File: config.mk
export PLATFORM = sky130hd
export DESIGN_NAME = load_store_unit
export DESIGN_NICKNAME = d
export VERILOG_FILES = /design/src/rtl/load_store_unit.sv
export SDC_FILE = /design/constraint.sdc
export NUM_CORES = 1
export LEC_CHECK = 0
export ABC_AREA = 1
export ABC_CLOCK_PERIOD_IN_PS = 3100
export CORE_MARGIN = 1.5
export CORE_UTILIZATION = 25
export CTS_CLUSTER_SIZE = 28
export DETAILED_ROUTE_END_ITERATION = 10
export PLACE_DENSITY = 0.52
export SLEW_MARGIN = 10
export SYNTH_ARGS = -nofsm -noshare
export SYNTH_HDL_FRONTEND = slang
export SYNTH_SLANG_ARGS = --single-unit
File: constraint.sdc
create_clock -name clk -period 3.1 [get_ports clk]
set_input_delay 0.31 -clock clk [delete_from_list [all_inputs] [get_ports clk]]
set_output_delay 0.31 -clock clk [all_outputs]
set_load 0.02 [all_outputs]
File: src/rtl/load_store_unit.sv
// Load/store unit: runs one req/ack data-memory transaction per instruction, with lane steering and load extension.
// Optional LSU_MISALIGN_TRAP_EN makes misaligned accesses fail without a bus access (default: low address bits are cleared).
module load_store_unit #(
  parameter int TIMEOUT_CYCLES = 16
) (
  input  logic        clk,
  input  logic        rst,
  input  logic        lsu_valid_i,
  input  logic        lsu_we_i,
  input  logic [2:0]  lsu_funct3_i,
  input  logic [31:0] lsu_addr_i,
  input  logic [31:0] lsu_wdata_i,
  output logic        lsu_stall_o,
  output logic        lsu_done_o,
  output logic        lsu_err_o,
  output logic [31:0] lsu_rdata_o,
  output logic        mem_req_o,
  output logic        mem_we_o,
  output logic [31:0] mem_addr_o,
  output logic [3:0]  mem_be_o,
  output logic [31:0] mem_wdata_o,
  input  logic        mem_ack_i,
  input  logic [31:0] mem_rdata_i
);

  localparam logic [1:0] IDLE = 2'd0;
  localparam logic [1:0] REQ  = 2'd1;
  localparam logic [1:0] RESP = 2'd2;

  localparam int CNT_W = (TIMEOUT_CYCLES < 2) ? 1 : $clog2(TIMEOUT_CYCLES);

`ifdef LSU_MISALIGN_TRAP_EN
  localparam bit TRAP_EN = 1'b1;
`else
  localparam bit TRAP_EN = 1'b0;
`endif

  logic [1:0]       state_q, state_d;
  logic [CNT_W-1:0] cnt_q, cnt_d;
  logic             req_q, req_d;
  logic             we_q, we_d;
  logic [31:0]      addr_q, addr_d;
  logic [3:0]       be_q, be_d;
  logic [31:0]      wdata_q, wdata_d;
  logic [2:0]       funct3_q, funct3_d;
  logic [1:0]       off_q, off_d;
  logic             done_q, done_d;
  logic             err_q, err_d;
  logic [31:0]      rdata_q, rdata_d;

  logic        legal;
  logic        misaligned;
  logic [31:0] addr_fix;
  logic [3:0]  be_new;
  logic [31:0] wdata_new;
  logic [7:0]  byte_lane;
  logic [15:0] half_lane;
  logic [31:0] load_ext;

  // Decode of the incoming instruction, using the address with its offending low bits cleared.
  always_comb begin
    if (lsu_we_i) legal = (lsu_funct3_i == 3'b000) || (lsu_funct3_i == 3'b001) || (lsu_funct3_i == 3'b010);
    else          legal = (lsu_funct3_i[1:0] != 2'b11) && (lsu_funct3_i != 3'b110);
    misaligned = ((lsu_funct3_i[1:0] == 2'b01) && lsu_addr_i[0]) ||
                 ((lsu_funct3_i[1:0] == 2'b10) && (lsu_addr_i[1:0] != 2'b00));
    addr_fix = lsu_addr_i;
    if (lsu_funct3_i[1:0] == 2'b01) addr_fix[0] = 1'b0;
    if (lsu_funct3_i[1:0] == 2'b10) addr_fix[1:0] = 2'b00;
    case (lsu_funct3_i[1:0])
      2'b00: begin
        be_new    = 4'b0001 << addr_fix[1:0];
        wdata_new = {4{lsu_wdata_i[7:0]}};
      end
      2'b01: begin
        be_new    = addr_fix[1] ? 4'b1100 : 4'b0011;
        wdata_new = {2{lsu_wdata_i[15:0]}};
      end
      default: begin
        be_new    = 4'b1111;
        wdata_new = lsu_wdata_i;
      end
    endcase
    if (!lsu_we_i) wdata_new = 32'h0;
  end

  always_comb begin
    byte_lane = mem_rdata_i[{off_q, 3'b000} +: 8];
    half_lane = off_q[1] ? mem_rdata_i[31:16] : mem_rdata_i[15:0];
    case (funct3_q)
      3'b000:  load_ext = {{24{byte_lane[7]}}, byte_lane};
      3'b001:  load_ext = {{16{half_lane[15]}}, half_lane};
      3'b100:  load_ext = {24'h0, byte_lane};
      3'b101:  load_ext = {16'h0, half_lane};
      default: load_ext = mem_rdata_i;
    endcase
  end

  always_comb begin
    state_d  = state_q;
    cnt_d    = cnt_q;
    req_d    = req_q;
    we_d     = we_q;
    addr_d   = addr_q;
    be_d     = be_q;
    wdata_d  = wdata_q;
    funct3_d = funct3_q;
    off_d    = off_q;
    done_d   = 1'b0;
    err_d    = 1'b0;
    rdata_d  = rdata_q;
    case (state_q)
      IDLE: begin
        if (lsu_valid_i) begin
          if (!legal || (TRAP_EN && misaligned)) begin
            state_d = RESP;
            done_d  = 1'b1;
            err_d   = 1'b1;
            rdata_d = 32'h0;
          end else begin
            state_d  = REQ;
            cnt_d    = '0;
            req_d    = 1'b1;
            we_d     = lsu_we_i;
            addr_d   = {addr_fix[31:2], 2'b00};
            be_d     = be_new;
            wdata_d  = wdata_new;
            funct3_d = lsu_funct3_i;
            off_d    = addr_fix[1:0];
          end
        end
      end
      REQ: begin
        if (mem_ack_i || (cnt_q == CNT_W'(TIMEOUT_CYCLES - 1))) begin
          state_d = RESP;
          done_d  = 1'b1;
          err_d   = !mem_ack_i;
          rdata_d = (mem_ack_i && !we_q) ? load_ext : 32'h0;
          req_d   = 1'b0;
          we_d    = 1'b0;
          addr_d  = 32'h0;
          be_d    = 4'h0;
          wdata_d = 32'h0;
        end else begin
          cnt_d = cnt_q + CNT_W'(1);
        end
      end
      default: state_d = IDLE;
    endcase
  end

  always_ff @(posedge clk) begin
    if (rst) begin
      state_q  <= IDLE;
      cnt_q    <= '0;
      req_q    <= 1'b0;
      we_q     <= 1'b0;
      addr_q   <= 32'h0;
      be_q     <= 4'h0;
      wdata_q  <= 32'h0;
      funct3_q <= 3'b000;
      off_q    <= 2'b00;
      done_q   <= 1'b0;
      err_q    <= 1'b0;
      rdata_q  <= 32'h0;
    end else begin
      state_q  <= state_d;
      cnt_q    <= cnt_d;
      req_q    <= req_d;
      we_q     <= we_d;
      addr_q   <= addr_d;
      be_q     <= be_d;
      wdata_q  <= wdata_d;
      funct3_q <= funct3_d;
      off_q    <= off_d;
      done_q   <= done_d;
      err_q    <= err_d;
      rdata_q  <= rdata_d;
    end
  end

  assign lsu_stall_o = (state_q == REQ) || ((state_q == IDLE) && lsu_valid_i);
  assign lsu_done_o  = done_q;
  assign lsu_err_o   = err_q;
  assign lsu_rdata_o = rdata_q;
  assign mem_req_o   = req_q;
  assign mem_we_o    = we_q;
  assign mem_addr_o  = addr_q;
  assign mem_be_o    = be_q;
  assign mem_wdata_o = wdata_q;

endmodule
### Yosys cells after proc, flatten, opt, wreduce, memory -nomap -nowiden

Index checks and enable logic that the tools add are counted.

| storage, ports and cells | value |
|---|---|
| bits in registers | 115 |
| bits of input ports | 104 |
| output and inout port bits | 105 |

| operators by class | value |
|---|---|
| add/subtract/negate cells | 1 |
| eq/ne operators | 16 |
| shift-type cells | 2 |
| muxes and demuxes | 46 |
| reduce and logical (&&, ||, !) cells | 19 |

Operator list:

| operator | count |
|---|---|
| 32-bit two-way mux | 10 |
| 32-bit one-hot mux with 2 select lines | 4 |
| 32-bit one-hot mux with 4 select lines | 1 |
| 32-bit by 6-bit variable part select with 8-bit output | 1 |
| 4-bit two-way mux | 7 |
| 4-bit one-hot mux with 2 select lines | 3 |
| 16-bit two-way mux | 1 |
| 2-bit inequality test, second input constant | 6 |
| 4-bit AND reduction | 3 |
| 1-bit two-way mux | 11 |
| 2-bit two-way mux | 4 |
| 1-bit one-hot mux with 2 select lines | 4 |
| 3-bit by 1-bit == test with 1-bit output, second input constant | 2 |
| 3-bit == test, second input constant | 2 |
| 3-bit zero test | 2 |
| 4-bit by 1-bit adder with 4-bit output, second input constant | 1 |
| 2-bit by 1-bit == test with 1-bit output, second input constant | 2 |
| 4-bit == test, second input constant | 1 |
| 2-bit zero test | 2 |
| 1-bit logical OR | 4 |
| 2-bit one-hot mux with 2 select lines | 1 |
| 1-bit by 2-bit left shift with 4-bit output, first input constant | 1 |
| 3-bit by 2-bit == test with 1-bit output, second input constant | 1 |
| 1-bit logical AND | 3 |
| other kinds (6) | 7 |

### Depth between registers and ports, before layout

Gate-level depths: netlist of the first run.

| logic depth | value |
|---|---|
| depth after elaboration | 8 |
| depth in mapped cells | 11 |
| gate-level depth less buffers | 9 |

### Worst setup path after synthesis of the first run

No wires, ideal clock.

| path | value |
|---|---|
| path type | register to register |
| start | register state_q[0] |
| end | register addr_q[21], in the netlist mem_addr_o[21] |
| library setup time | 0.139 ns |
| arrival time | 1.318 ns |
| required time | 2.961 ns |
| path slack | 1.643 ns |
| cell stages (with the launch flop) | 10 |
| path buffers | 2 |
| period minus slack after synthesis | 1.457 ns |
| cell sequence | dfxtp_1 inv_1 nor2_4 inv_2 nand2_1 nand3_2 buf_6 buf_8 nand2_2 a21oi_2 |

| between the ends | value |
|---|---|
| cells in the longest elaborated chain, start to end | 3 |

Ends and longest elaborated chain:

| what | RTL line | source |
|---|---|---|
| from (decl) | 38 | `logic [1:0] state_q, state_d;` |
| from (signal assigned) | 166 | `state_q <= state_d;` |
| 2-bit by 1-bit == test with 1-bit output / 2-bit zero test (equally long branches) | 111 | `case (state_q)` |
| 2-bit inequality test (no source line) / 2-bit nonzero test (equally long branches) | n/a |  |
| 4-bit AND reduction (no source line) | n/a |  |
| to (signal assigned) | 170 | `addr_q <= addr_d;` |
| to (decl) | 42 | `logic [31:0] addr_q, addr_d;` |

Several ways; a longest one is shown, not always the timed one.
A chain may end at the register's enable or synchronous reset.

### Final worst setup path of the first run

| path | value |
|---|---|
| start | register state_q[0] |
| end | output port lsu_stall_o |

| between the ends | value |
|---|---|
| cells in the longest elaborated chain, start to end | 3 |

Ends and longest elaborated chain:

| what | RTL line | source |
|---|---|---|
| 2-bit zero test | 181 | `assign lsu_stall_o = (state_q == REQ) \|\| ((state_q == IDLE) && lsu_valid_i);` |
| 1-bit logical AND | 181 |  |
| 1-bit logical OR (*) | 181 |  |
| to (decl) | 13 | `output logic lsu_stall_o,` |

Every way passes the cells marked *; elsewhere a longest branch is shown, timed or not.

==> results.md, run 1 <==
Global route:
- After global routing the overflow that remains totals 0.
- Across every metal layer, demand over resource in global routing totals ~16%.
- The number of global-route vias before repair is 5111.
- For met1 alone, demand over resource in global routing was between 20% and 30%.
- The met3 usage in global routing is under 10%.
- The number of antenna violations at the first check in global routing is 0.
- The met2 usage is roughly a quarter.
- The global-route wire length before repair is roughly 28 mm.
- met2 is the most crowded layer.
- The maximum number of pins on one net before global-route repair is 50.

Synthesis:
- The synthesized netlist occupies a cell area of about 0.0052 mm².
- After synthesis the netlist holds a flip-flop and latch count of around 110.
- The instance count of the mapped netlist is 763.
- The synthesized area per cell is 6.85 µm².
- The Yosys step of the flow raised 0 warnings.
- Sequential elements use ~43% of the synthesized area.
- After synthesis, the netlist uses 31 different library cells.

Detailed routing:
- Using the TritonRoute via totals, the vias-per-cell ratio works out to ~4.5.
- For this block, the initial DRC count from the detailed router was about 240.
- The number of detailed-route iterations in the first pass is 5.
- The count of nets left with antenna violations after detail routing is 0.
- The final route contains roughly 5.6k vias.
- The routed wire length per instance is 14.6 µm.
- For this run, design rule violations remaining after detail routing come to 0.
- For this block, the routed nets add up to 18.0 mm of wire.

STA:
- Setup repair after global routing left no endpoint under its margin.
- The headroom to the max-slew limit is 60.8%.
- The clock skew is 0.00996 ns.
- For the pin with the worst max-slew slack, the measured transition is 0.588 ns.
- The final hold slack is 0.274 ns.
- The number of endpoints with negative hold slack in the final report is 0.
- The total of endpoints with negative setup slack in the final report is 0.
- After layout, the worst path uses 68.6% of the clock period.
- The maximum clock frequency is around 0.47 GHz.
- The final-layout setup total negative slack is 0 ns.
- The final max-slew violation count is 0.
- The post-route minimum period is 2.13 ns.

Placed design:
- The HPWL after detailed placement is 12.8 mm.
- The number of placed cells counting well taps is 1202.
- The placer's final routability congestion estimate is 0.822.
- The cell area after placement is approximately 0.0075 mm².
- The count of input and output buffers is 206.

Floorplanning:
- 209 I/O pins were placed.
- The die covers about 0.022 mm².
- In this run the vertical extent of the chip is 148 µm.
- For this configuration, the core starts out at a cell density of 25.7%.
- The core footprint is about 0.02 mm².
- The floorplan row count is 52.
- The die outline width is 148 µm.

Cells and area:
- In the layout the commonest cells are sky130_fd_sc_hd__nand2_1 (241), sky130_fd_sc_hd__clkdlybuf4s50_1 (205), sky130_fd_sc_hd__a21oi_1 (115).
- At the end of the flow the core is filled with cells to 39.4%.
- The count of nets after finishing is ~1.1k.
- The number of fillers in the final layout is 2200.
- The area growth from synthesis to layout is 53.7%.
- The fraction of layout cells with a size suffix above 1 is 8.92%.
- The library cell used most frequently in the layout, excluding fill and tap cells, is sky130_fd_sc_hd__nand2_1.
- The non-filler instance count after layout is 1234.
- The number of antenna diodes in the final layout is 0.
- The finished cells cover 0.00803 mm².

Clocking:
- After clock tree synthesis, the repair step resized 0 gates.
- The CTS root buffer is sky130_fd_sc_hd__clkbuf_16.
- TritonCTS built the clock tree.
- Clock tree synthesis found a total of approximately 110 sinks.
- The clock transition time at the flip-flop clock pins of the worst setup and hold paths is 0.06 ns.
- The count of hold-fix buffers inserted at cts is 0.
- The total number of H-tree levels is 4.
- The clock passes through at most 2 buffers.
- Counting the buffers created by CTS gives 17.
- The clock latency on the worst-skew pair is 0.41 ns.
- The post-CTS setup repair buffer count is 0.

Worst setup path:
- The data arrival time of the critical path is ~1.8 ns.
- The register-to-register setup slack is 1.01 ns.
- The worst-case reg-to-reg path depth is 7.
- STA classifies the critical path endpoint as an output port.
- The destination of the worst register-to-register timing path is lsu_rdata_o[22].
- The worst setup path is of the reg2out kind.
- The kind of start point of the critical path is a flip-flop.
- Of all nets on the critical path, the largest fanout is 7.
- Data on the critical path is required at its endpoint by around 2.8 ns.
- The beginning of the worst register-to-register path is funct3_q[1].

Worst hold path:
- The type of the worst min-delay path is in2reg.
- Along the worst hold path, the cell count comes to 2.
- The worst hold path terminates at mem_be_o[1].
- In this run the most critical hold path is launched from rst.

Run status:
- The flow ran to the end, and the final reports show no timing, DRC or antenna violations.

Power:
- VDD sags by at most about 0.38 mV.
- In this run the static leakage power is just over 3 nW.
- Dividing total power by cell area gives a power density of 528 mW/mm².

Flow run:
- The total of max-cap violations is 0.
==> report_power, final <==
group	switching (mW)	internal [mW]
Sequential	0.0432	1.52
Clock	0.745	1.13
Combinational	0.455	0.349
==> metrics by stage <==
stage | setup WS [ns] | power, mW
detailed placement | 0.762 | 2.41
CTS | 0.919 | 4.30
global route | 0.778 | 4.44
finish | 0.975 | 4.24
floorplan | 1.64 | 2.04
global placement | 0.824 | 2.41
==> cell type report <==
cell class	count	area, µm²	area share (%)
Timing Repair Buffer	217	2170	27.0
Clock inverter	14	128	1.59
Multi-Input combinational cell	564	2550	31.8
Inverter	38	143	1.78
Tap cell	270	338	4.21
Sequential cell	113	2260	28.2
Clock buffer	18	439	5.47
==> worst max-delay path: stages, from the launching register on <==
cell and delay, ns:
sky130_fd_sc_hd__dfxtp_1 0.33, sky130_fd_sc_hd__inv_1 0.07, sky130_fd_sc_hd__nor2_4 0.22, sky130_fd_sc_hd__inv_2 0.04, sky130_fd_sc_hd__nand2_1 0.11, sky130_fd_sc_hd__clkdlybuf4s50_1 0.64
==> layer usage <==
layer | part of all wire (%) | wire length [µm]
met5 | 0 | 0
met4 | 0.72 | 129
met3 | 9.8 | 1760
met2 | 42 | 7620
met1 | 47 | 8500
==> cell usage after synthesis, drive strengths merged <==
cell type	n	area share (%)
a22oi	1	0.14
nor2	87	6.5
clkbuf	16	1.1
nor3	2	0.19
ha	1	0.24
a211oi	1	0.14
o21ai	19	1.9
o211ai	2	0.29
conb	1	0.072
dfxtp	113	43
o22ai	6	0.72
buf	33	4.0
nand3	56	5.8
inv	38	2.7
a21boi	1	0.22
nand4	2	0.24
a21oi	126	13
nand2	256	19
or2	2	0.24
==> registers in the layout, indices dropped and copies added, names as in the netlist, 2 cells and up <==
signal	count
mem_wdata_o	32
state_q	2
mem_addr_o	30
mem_be_o	4
cnt_q	4
lsu_rdata_o	32
off_q	2
funct3_q	3
==> logic make-up after synthesis <==
| group | share of synthesized area (%) |
|---|---|
| other cells | 0.0718 |
| compound gates | 16.3 |
| buf+inv | 7.88 |
| fa+ha+maj | 0.239 |
| simple gates | 32.3 |
| flops | 43.3 |
==> worst max path at each step <==
stage	start	end	slack, ns
3_3_place_gp	lsu_funct3_i[1]	mem_be_o[3]	0.82
6_report	state_q[0]	lsu_stall_o	0.97
4_1_cts	state_q[0]	lsu_stall_o	0.92
5_1_grt	funct3_q[1]	lsu_rdata_o[30]	0.78
3_5_place_dp	lsu_funct3_i[1]	mem_be_o[3]	0.76
2_1_floorplan	state_q[0]	mem_addr_o[21]	1.64
Power figures use the tool's default switching activity.
==> inputs of run 2 (changes only) <==
Settings changed: ABC_CLOCK_PERIOD_IN_PS 3100 to 1900, PLACE_DENSITY 0.52 to 0.54.
Clock period 3.1 ns to 1.9 ns, I/O delays scaled along.
==> results.md, run 2 (synthesis gave the netlist of run 1 again) <==
Placed design:
- The HPWL after detailed placement is 12.9 mm (+0.66%).
- The placer's final routability congestion estimate came to 0.803 (-2.4%).
- The count of input and output buffers is 206 (unchanged).

Power:
- The areal power density over the cells came to 872 mW/mm² (+65%).
- The largest vdd supply drop is 0.730 mV (+92%).
- The leakage component of the power is 3.17 nW (+3.6%).

Cells and area:
- The number of fillers in the final layout is 2122 (-3.5%).
- Leaving out fill and tap cells, the most frequent cell in the layout is sky130_fd_sc_hd__nand2_1.
- In the layout the commonest cells are sky130_fd_sc_hd__nand2_1 (241), sky130_fd_sc_hd__clkdlybuf4s50_1 (204), sky130_fd_sc_hd__a21oi_1 (115).
- The area added between synthesis and finish is 57.6%.
- The fraction of layout cells with a size suffix above 1 came to 9.65% (+0.73 points).
- The count of nets after finishing is 1068 (+1.1%).
- The antenna diode count is 0 (unchanged).

Global route:
- The maximum number of pins on one net before global-route repair is 105 (+110%).
- The total track usage is 17.0% (+0.70 points).
- The final global-route overflow total is 0 (unchanged).
- The number of antenna violations at the first check in global routing is 0 (unchanged).
- The global-route wire length before repair is 29.0 mm (+4.2%).
- The number of global-route vias before repair came to 5373 (+5.1%).

STA:
- The final hold slack was 0.209 ns (-0.0643 ns).
- The clock skew is 0.0111 ns (+0.00118 ns).
- After layout, the minimum clock period comes to 1.77 ns.
- The number of endpoints with negative hold slack in the final report is 0 (unchanged).
- Setup repair after global routing left no endpoint under its margin.
- The headroom to the max-slew limit is 64.3% (+3.6 points).
- Of the available clock period, the critical path in the final layout requires between 90% and 100%.
- The maximum clock frequency is approximately 0.57 GHz.
- The final max-slew violation count is 0 (unchanged).
- The total of endpoints with negative setup slack in the final report is 0 (unchanged).
- The measured slew at the worst slew-check pin was 0.535 ns (-0.0535 ns).
- The final-layout setup total negative slack was 0 ns (unchanged).

Clocking:
- The CTS root buffer is sky130_fd_sc_hd__clkbuf_16.
- The number of sinks on the clock net is 113 (unchanged).
- The total number of H-tree levels is 4 (unchanged).
- TritonCTS built the clock tree.
- The clock transition time at the flip-flop clock pins of the worst setup and hold paths is 0.06 ns (about the same).
- The clock buffer count from CTS is 17 (unchanged).
- The deepest clock path buffer count came to 2 (unchanged).
- The clock latency on the worst-skew pair is 0.41 ns (about the same).
- The post-CTS setup repair buffer count is 0 (unchanged).

Floorplanning:
- The height of the die was 148 µm (unchanged).
- The full die area was 0.0218 mm² (unchanged).
- The floorplan row count came to 52 (unchanged).
- The number of placed I/O pins was 209 (unchanged).
- The starting density of the core is 25.7% (unchanged).
- The core footprint is 0.0204 mm² (unchanged).
- The die outline width is 148 µm (unchanged).

Worst setup path:
- The largest incremental delay on the critical path is 0.35 ns (-0.29 ns).
- The data arrival time of the critical path is 1.58 ns (-0.24 ns).
- The worst-case reg-to-reg path depth is 7 (unchanged).
- The category of the critical setup timing path is reg2out.
- STA classifies the critical path startpoint as a flip-flop.
- The critical path goes through inv_1 > nor2_4 > inv_2 > nand2_1 > dlygate4sd2_1.
- The worst-path maximum fanout came to 7 (unchanged).
- The slowest stage of the critical path is the sky130_fd_sc_hd__dlygate4sd2_1 cell.
- The data required time of the critical path was 1.71 ns (-1.08 ns).
- The critical path capture point type is an output port.

Detailed routing:
- The via density per instance is 4.51 (+0.11%).
- The count of routing violations after the opening detailed-route iteration is 389 (+65%).
- The sum of routed wire length over all layers came to 18.4 mm (+2.3%).
- The count of nets left with antenna violations after detail routing is 0 (unchanged).
- The post-detailed-route DRC marker count is 0 (unchanged).
- The routed wire length per instance is 14.8 µm (+1.5%).
- The number of vias after detailed routing was 5610 (+0.92%).
- The number of detailed-route iterations in the first pass is 5 (unchanged).

Worst hold path:
- The type of the worst min-delay path is in2reg.
- The worst hold path stage count is 4 (+2).

Flow run:
- The total of max-cap violations is 0 (unchanged).

Run status:
- The run finished with clean final reports.
==> run 2: cell types whose count changed in the layout (fill, tap and decap cells not counted), sizes merged <==
cell / change
buf: +12
inv: -4
clkbuf: +3
clkinvlp: -3
bufinv: +2
clkdlybuf4s50: -1
dlygate4sd2: +1
==> run 2: repair_timing <==
action,in CTS,in global routing
endpoints found under the setup margin,1,0
gates resized for setup,1,0
hold buffers,0,0
==> run 2: where the power goes <==
| group | switching [mW] | internal (mW) |
|---|---|---|
| sequential | 0.0636 | 2.48 |
| combinational | 0.767 | 0.615 |
| clock | 1.14 | 2.12 |
| total | 1.97 | 5.21 |
==> run 2: through the flow <==
step           instance area [µm²]  util, %  worst slack [ns]  power [mW]  cells
6_report                      8240     40.4             0.133        7.18   1244
5_1_grt                       8240     40.4            0.0522        7.51   1244
4_1_cts                       8240     40.4             0.109        7.29   1244
3_5_place_dp                  7640     37.5             0.122        3.99   1214
3_3_place_gp                  7640     37.5             0.143        3.99   1214
2_1_floorplan                 5230        -             0.443        3.33    764
==> run 2: path summary, 6_finish.rpt <==
path | end | slack [ns] | start
max | lsu_stall_o | 0.13 | state_q[0]
min | mem_wdata_o[29] | 0.21 | rst
max reg2reg | mem_addr_o[8] | 0.34 | cnt_q[0]
min reg2reg | mem_wdata_o[13] | 0.46 | mem_wdata_o[13]
==> run 2: layout make-up <==
type / instances / area [µm²] / area share, %
Multi-Input combinational cell: 564 / 2550 / 31.0
Timing Repair Buffer: 229 / 2340 / 28.5
Sequential cell: 113 / 2260 / 27.5
Clock buffer: 21 / 460 / 5.59
Tap cell: 270 / 338 / 4.10
Inverter: 38 / 143 / 1.73
Clock inverter: 9 / 134 / 1.63
==> run 2: critical path, delay by kind of cell (launching register included) <==
family,cells,cell delay [ns]
DFF,1,0.34
buffers and inverters,3,0.46
and+or+nand+nor,2,0.36
==> run 2: routing by layer <==
metal | wire length (µm) | track usage, %
met5 | 0 | 0
met3 | 2030 | 7.59
met2 | 7810 | 24.6
met1 | 8460 | 22.7
met4 | 133 | 4.70
